## src/rtl/mem_pkg.sv

```systemverilog
// Shared types for the MEM pipeline stage: control bundle, FSM states and
// error-flag bit positions.
package mem_pkg;

    typedef struct packed {
        logic branch;
        logic memread;
        logic memwrite;
        logic regwrite;
        logic memtoreg;
    } ctrl_t;

    typedef enum logic [1:0] {
        IDLE = 2'd0,
        BUSY = 2'd1,
        DONE = 2'd2
    } mem_state_t;

    localparam int ERR_MISALIGN = 0;
    localparam int ERR_TIMEOUT  = 1;

endpackage

```

## src/rtl/flopenr.sv

```systemverilog
// Enable-gated register with asynchronous active-high clear; used for the
// EX/MEM and MEM/WB pipeline registers.
module flopenr #(
    parameter int W = 8
) (
    input  logic         clk,
    input  logic         reset,
    input  logic         en,
    input  logic [W-1:0] d,
    output logic [W-1:0] q
);

    always_ff @(posedge clk or posedge reset) begin
        if (reset) begin
            q <= '0;
        end else if (en) begin
            q <= d;
        end
    end

endmodule

```

## src/rtl/memory_access.sv

```systemverilog
// LEGv8 MEM stage: EX/MEM register, variable-latency data memory handshake
// with timeout, CBZ resolution and the MEM/WB register.
module memory_access
    import mem_pkg::*;
#(
    parameter int N       = 64,
    parameter int TIMEOUT = 16
) (
    input  logic         clk,
    input  logic         reset,
    input  logic         valid_E,
    input  logic         flush_E,
    input  logic [N-1:0] aluResult_E,
    input  logic [N-1:0] writeData_E,
    input  logic [N-1:0] PCBranch_E,
    input  logic         zero_E,
    input  logic [4:0]   ctrl_E,
    input  logic [4:0]   rd_E,
    output logic         dm_req,
    output logic         dm_we,
    output logic [N-1:0] dm_addr,
    output logic [N-1:0] dm_wdata,
    input  logic         dm_ack,
    input  logic [N-1:0] dm_rdata,
    output logic         stall_M,
    output logic         PCSrc_M,
    output logic [N-1:0] PCBranch_M,
    output logic         valid_W,
    output logic [N-1:0] readData_W,
    output logic [N-1:0] aluResult_W,
    output logic [4:0]   rd_W,
    output logic         RegWrite_W,
    output logic         MemtoReg_W,
    output logic [1:0]   err_M
);

    localparam int CW = $clog2(TIMEOUT + 1);
    localparam int MW = 1 + 5 + 5 + 1 + 3 * N;
    localparam int WW = 1 + 1 + 5 + 2 * N;

    ctrl_t        ctrl_in;
    logic         in_mem_op;
    logic         load_m;

    logic [MW-1:0] m_d, m_q;
    logic          m_valid;
    ctrl_t         m_ctrl;
    logic [4:0]    m_rd;
    logic          m_zero;
    logic [N-1:0]  m_addr, m_wdata, m_pcbranch;

    logic          mem_op, misaligned, kill;

    mem_state_t    state, state_n;
    logic [CW-1:0] wait_cnt, cnt_n;
    logic [N-1:0]  mem_data, data_n;
    logic          timed_out, to_n;
    logic [1:0]    err, err_n;

    logic [WW-1:0] w_d, w_q;
    logic          w_regwrite, w_memtoreg;

    assign ctrl_in   = ctrl_E;
    assign in_mem_op = valid_E & ~flush_E & (ctrl_in.memread | ctrl_in.memwrite);
    assign load_m    = ~stall_M;

    // EX/MEM register; a flush only matters on the cycle the bundle is captured.
    assign m_d = {valid_E & ~flush_E, ctrl_E, rd_E, zero_E, aluResult_E, writeData_E, PCBranch_E};

    flopenr #(.W(MW)) u_m_reg (
        .clk   (clk),
        .reset (reset),
        .en    (load_m),
        .d     (m_d),
        .q     (m_q)
    );

    assign {m_valid, m_ctrl, m_rd, m_zero, m_addr, m_wdata, m_pcbranch} = m_q;

    assign mem_op     = m_valid & (m_ctrl.memread | m_ctrl.memwrite);
    assign misaligned = mem_op & (m_addr[2:0] != 3'b000);
    assign kill       = misaligned | timed_out;

    // Stall is a function of registered state only, so dm_ack never reaches it.
    assign stall_M = mem_op & (state != DONE) & ~misaligned;

    assign dm_req   = (state == BUSY);
    assign dm_we    = dm_req & m_ctrl.memwrite;
    assign dm_addr  = m_addr;
    assign dm_wdata = m_wdata;

    assign PCSrc_M    = m_valid & m_ctrl.branch & m_zero;
    assign PCBranch_M = m_pcbranch;
    assign err_M      = err;

    always_ff @(posedge clk or posedge reset) begin
        if (reset) begin
            state     <= IDLE;
            wait_cnt  <= '0;
            mem_data  <= '0;
            timed_out <= 1'b0;
            err       <= 2'b00;
        end else begin
            state     <= state_n;
            wait_cnt  <= cnt_n;
            mem_data  <= data_n;
            timed_out <= to_n;
            err       <= err_n;
        end
    end

    always_comb begin
        state_n = state;
        cnt_n   = wait_cnt;
        data_n  = mem_data;
        to_n    = timed_out;
        err_n   = err;

        case (state)
            IDLE: begin
                if (mem_op & ~misaligned) begin
                    state_n = BUSY;
                    cnt_n   = '0;
                end
            end
            BUSY: begin
                if (dm_ack) begin
                    state_n = DONE;
                    data_n  = dm_rdata;
                end else if (wait_cnt == CW'(TIMEOUT - 1)) begin
                    state_n             = DONE;
                    data_n              = '0;
                    to_n                = 1'b1;
                    err_n[ERR_TIMEOUT]  = 1'b1;
                end else begin
                    cnt_n = wait_cnt + CW'(1);
                end
            end
            DONE: begin
                state_n = DONE;
            end
            default: begin
                state_n = IDLE;
            end
        endcase

        if (misaligned) begin
            err_n[ERR_MISALIGN] = 1'b1;
        end

        // A new instruction entering M goes straight to BUSY when it needs the
        // memory, so a zero-wait access costs exactly one stall cycle.
        if (load_m) begin
            state_n = (in_mem_op & (aluResult_E[2:0] == 3'b000)) ? BUSY : IDLE;
            cnt_n   = '0;
            data_n  = '0;
            to_n    = 1'b0;
        end
    end

    assign w_d = {m_ctrl.regwrite & ~kill, m_ctrl.memtoreg, m_rd, mem_data, m_addr};

    flopenr #(.W(WW)) u_w_reg (
        .clk   (clk),
        .reset (reset),
        .en    (load_m),
        .d     (w_d),
        .q     (w_q)
    );

    // A stalled M stage hands a bubble to writeback every cycle.
    flopenr #(.W(1)) u_w_valid (
        .clk   (clk),
        .reset (reset),
        .en    (1'b1),
        .d     (m_valid & load_m),
        .q     (valid_W)
    );

    assign {w_regwrite, w_memtoreg, rd_W, readData_W, aluResult_W} = w_q;
    assign RegWrite_W = valid_W & w_regwrite;
    assign MemtoReg_W = valid_W & w_memtoreg;

endmodule

```

## config.mk

```make
export PLATFORM = sky130hd
export DESIGN_NAME = memory_access
export DESIGN_NICKNAME = d
export VERILOG_FILES = /design/src/rtl/mem_pkg.sv /design/src/rtl/flopenr.sv /design/src/rtl/memory_access.sv
export SDC_FILE = /design/constraint.sdc
export NUM_CORES = 1
export LEC_CHECK = 0
export ABC_AREA = 1
export BUFFER_PORTS_ARGS = -buffer_cell sky130_fd_sc_hd__buf_2
export CAP_MARGIN = 30
export CORE_ASPECT_RATIO = 1.5
export CORE_MARGIN = 10
export CORE_UTILIZATION = 31
export CTS_CLUSTER_SIZE = 30
export DETAILED_ROUTE_END_ITERATION = 12
export SYNTH_ARGS = -nofsm -noshare
export SYNTH_HDL_FRONTEND = slang
export SYNTH_SLANG_ARGS = --single-unit
export TNS_END_PERCENT = 20
```

## constraint.sdc

```tcl
create_clock -name clk -period 16.75 [get_ports clk]
set_input_delay 1.675 -clock clk [delete_from_list [all_inputs] [get_ports clk]]
set_output_delay 1.675 -clock clk [all_outputs]
set_load 0.02 [all_outputs]
```

==> flow_metrics.py <==
metrics = {
    "detailed_routing": {
        "avgRoutedWirePerCell_um": 16.4,
        "routed_via_density": 4.24,
        "drt-initial-drc-count": 966,
        "vias": 13500,
        "route.detailed.drc": 0,
        "ant_nets": 0,
        "wl_um": 52100,
        "drtPass1Iterations": 5,
    },
    "setup_path": {
        "cp_top_family": "buffers and inverters",
        "end_kind": "asynchronous set/reset pin",
        "path_common_cell": "buf_4",
        "critPathArrivalTime_ns": 4.50,
        "worstSetupPathType": "primary input to asynchronous set/reset pin",
        "path_cells": "buf_2, inv_8, buf_4, buf_4, buf_4, buf_16",
        "crit_required_ns": 17.45,
        "cp_max_fo": 82,
        "slowest_delay_ns": 0.75,
        "worst_path_max_delay_cell": "buf_4",
        "crit_buf_inv": 6,
        "crit_path_start_kind": "primary input",
    },
    "clock_tree": {
        "cts_root_buf": "clkbuf_16",
        "clk_pin_slew_ns": 0.06,
        "cts_resized": 0,
        "h-tree-depth": 2,
        "clkSinkCount": 414,
        "cts_setup_buffers": 0,
        "clockBufferDepth": 3,
        "clk-insertion-delay-late_ns": 0.56,
        "numCtsBuffers": 41,
        "cts_hold_buf": 0,
        "cts_tree": "done",
    },
    "timing": {
        "setup_violations": 0,
        "rsz0062_at_grt": "false",
        "final.setup_skew_ns": 0.0163,
        "drv_slew": 0,
        "hold_viol": 0,
        "finalCritPeriodShare_pct": 22.7,
        "period_minus_slack_ns": 3.80,
        "worst_slew_pin_slew_ns": 1.19,
        "fin_tns_setup_ns": 0,
        "relSlewSlack_pct": 20.6,
        "fmax_mhz": 263,
    },
    "die": {
        "die_area_sq_mm": 0.0700,
        "start_util_pct": 31.3,
        "ios": 606,
        "rows": 109,
        "fp.dieH_um": 319,
        "fp.dieW_um": 219,
        "core_area_sq_mm": 0.0591,
    },
    "finish": {
        "drive_above_1_share_pct": 28.6,
        "fin_area_sq_mm": 0.0211,
        "final.fill_count": 6242,
        "final_nets": 2656,
        "area_growth_pct": 13.9,
        "utilization_pct": 35.6,
    },
    "synthesis": {
        "synth.net_count": 2418,
        "synth.cell_area_sq_mm": 0.0185,
        "synth_seq_cells": 414,
        "ys.flop_type": "dfrtp_1",
        "syn_avg_cell_area_sq_um": 8.64,
        "ys_warn_count": 0,
        "synth_edf_count": 0,
        "synthCells": 2140,
        "async_flop_share_pct": 100,
        "synth_cell_types": 18,
        "seq_area_frac_synth_pct": 56.0,
    },
    "global_routing": {
        "grt.total_usage_pct": 14.1,
        "grtUsageMet2_pct": 23.1,
        "grt-busiest-layer": "met2",
        "use_met3_pct": 4.88,
        "grt_util_met1_pct": 17.0,
        "gr-total-overflow": 0,
        "antenna_found_initial": 7,
        "grt_pass1_wl_um": 79000,
        "grt_max_degree": 223,
        "grt_pass1_vias": 13300,
    },
    "pwr": {
        "irDropWorstVdd_v": 0.0000584,
        "leakage_nw": 12.0,
        "p_per_area_mw_per_mm2": 105,
        "p_int_mw": 1.65,
        "power_frac_seq_pct": 48.3,
        "p_sw_share_pct": 25.7,
        "comb_power_share_pct": 10.1,
        "clockPowerShare_pct": 41.6,
        "p_switching_mw": 0.570,
    },
    "placed_design": {
        "place_area_sq_mm": 0.0197,
        "place_congestion": 0.805,
        "numPortBuffers": 605,
        "hpwlAfterDp_um": 37000,
    },
    "worst_hold_path": {
        "hp-class": "flop to flop",
    },
    "outcome": {
        "status": "completed",
    },
    "run": {
        "maxCapViolCount": 0,
    },
}
## sequential cells by signal, summed over array words and instances (netlist names)
name	flops
state	2
err_M	2
u_w_valid.q	1
mem_data	64
u_m_reg.q	204
timed_out	1
u_w_reg.q	135
wait_cnt	5
## final timing paths
kind	depth (start not counted)	slack (ns)	startpoint	to
worst max-delay path	6	12.95	reset	mem_data[62]
worst min-delay path	2	0.46	err_M[0]	err_M[0]
worst max register to register	10	13.07	state[0]	u_w_reg.q[55]
worst min register to register	2	0.46	err_M[0]	err_M[0]
max in group clk	10	13.07	state[0]	u_w_reg.q[55]
min in group asynchronous	2	1.20	reset	u_m_reg.q[101]
## cells in the final DEF, fill, tap and decap left out
cell type  netlist  layout
diode_2          0       1
buf_4          333      11
clkbuf_1        23      12
nor2_2           1       1
inv_2            1       1
dfrtp_1        414     414
clkbuf_16        0      43
nand2_1       1095    1094
nor2_1          19      19
clkbuf_8         0      10
inv_8            0       1
buf_2           54     605
ha_1             6       6
bufinv_16        0       1
o21ai_4          0       1
buf_12           0       2
nor2_4           1       1
nand2_4          0       1
buf_16           0       3
clkinv_4         0       1
o21ai_0          5       5
a21oi_1          4       4
inv_6            0       1
clkinv_2         0       4
nand3_1        135     135
inv_1           31      30
nand3_2          1       1
## cell families after synthesis
logic type / Yosys count / synth area share (%)
adder cells (fa/ha/maj): 6 / 0.406
AND/OR/NAND/NOR: 1252 / 26.4
AO/OA/AOI/OAI: 10 / 0.271
flip-flops: 414 / 56.0
buffers and inverters: 458 / 16.9
## power by group through the flow
stage | clock network (mW) | logic (mW) | registers [mW]
floorplan | 0 | 0.182 | 1.08
global route | 0.994 | 0.246 | 1.08
global placement | 0 | 0.226 | 1.09
detailed placement | 0 | 0.229 | 1.09
finish | 0.922 | 0.223 | 1.07
CTS | 0.957 | 0.229 | 1.07
## layer usage
| layer | vias to the layer above | wire, um |
|---|---|---|
| li1 | 6672 | - |
| met1 | 6261 | 20900 |
| met2 | 475 | 24900 |
| met3 | 81 | 4900 |
| met4 | 12 | 1310 |
| met5 | - | 76 |
## metrics by stage
stage | hold WS (ns) | std cells | power, mW | worst slack, ns
after global placement | 0.442 | 3109 | 1.32 | 11.78
after CTS | 0.462 | 3183 | 2.26 | 12.82
after floorplan | 0.442 | 2140 | 1.27 | 3.55
final | 0.461 | 3185 | 2.22 | 12.95
after detailed placement | 0.446 | 3111 | 1.32 | 12.20
after global routing | 0.483 | 3185 | 2.32 | 12.54
## Yosys cell counts, types with 4 or more instances
library cell  instances  area share [%]
a21oi_1               4            0.11
buf_1                 5            0.10
buf_2                54             1.5
inv_1                31            0.63
nor2_1               19            0.39
o21ai_0               5            0.14
buf_4               333              14
nand3_1             135             3.7
nand2_1            1095              22
clkbuf_1             23            0.47
buf_6                11            0.67
dfrtp_1             414              56
ha_1                  6            0.41
## final cells by class
| class | instances | area, sq um | area share, % |
|---|---|---|---|
| Timing Repair Buffer | 621 | 3230 | 15.4 |
| Inverter | 32 | 128 | 0.606 |
| Tap cell | 777 | 972 | 4.62 |
| Clock inverter | 7 | 67.6 | 0.321 |
| Clock buffer | 65 | 1260 | 5.98 |
| Sequential cell | 414 | 10400 | 49.2 |
| Multi-Input combinational cell | 1268 | 5030 | 23.9 |
| Antenna cell | 1 | 2.50 | 0.0119 |
## tightest hold or removal path, delay by kind of cell, from the launching register on
family        cells  cell delay (ns)
flops             1             0.34
simple gates      1             0.05
buf+inv           1             0.04
No activity file was read; power rests on OpenSTA's default activity.
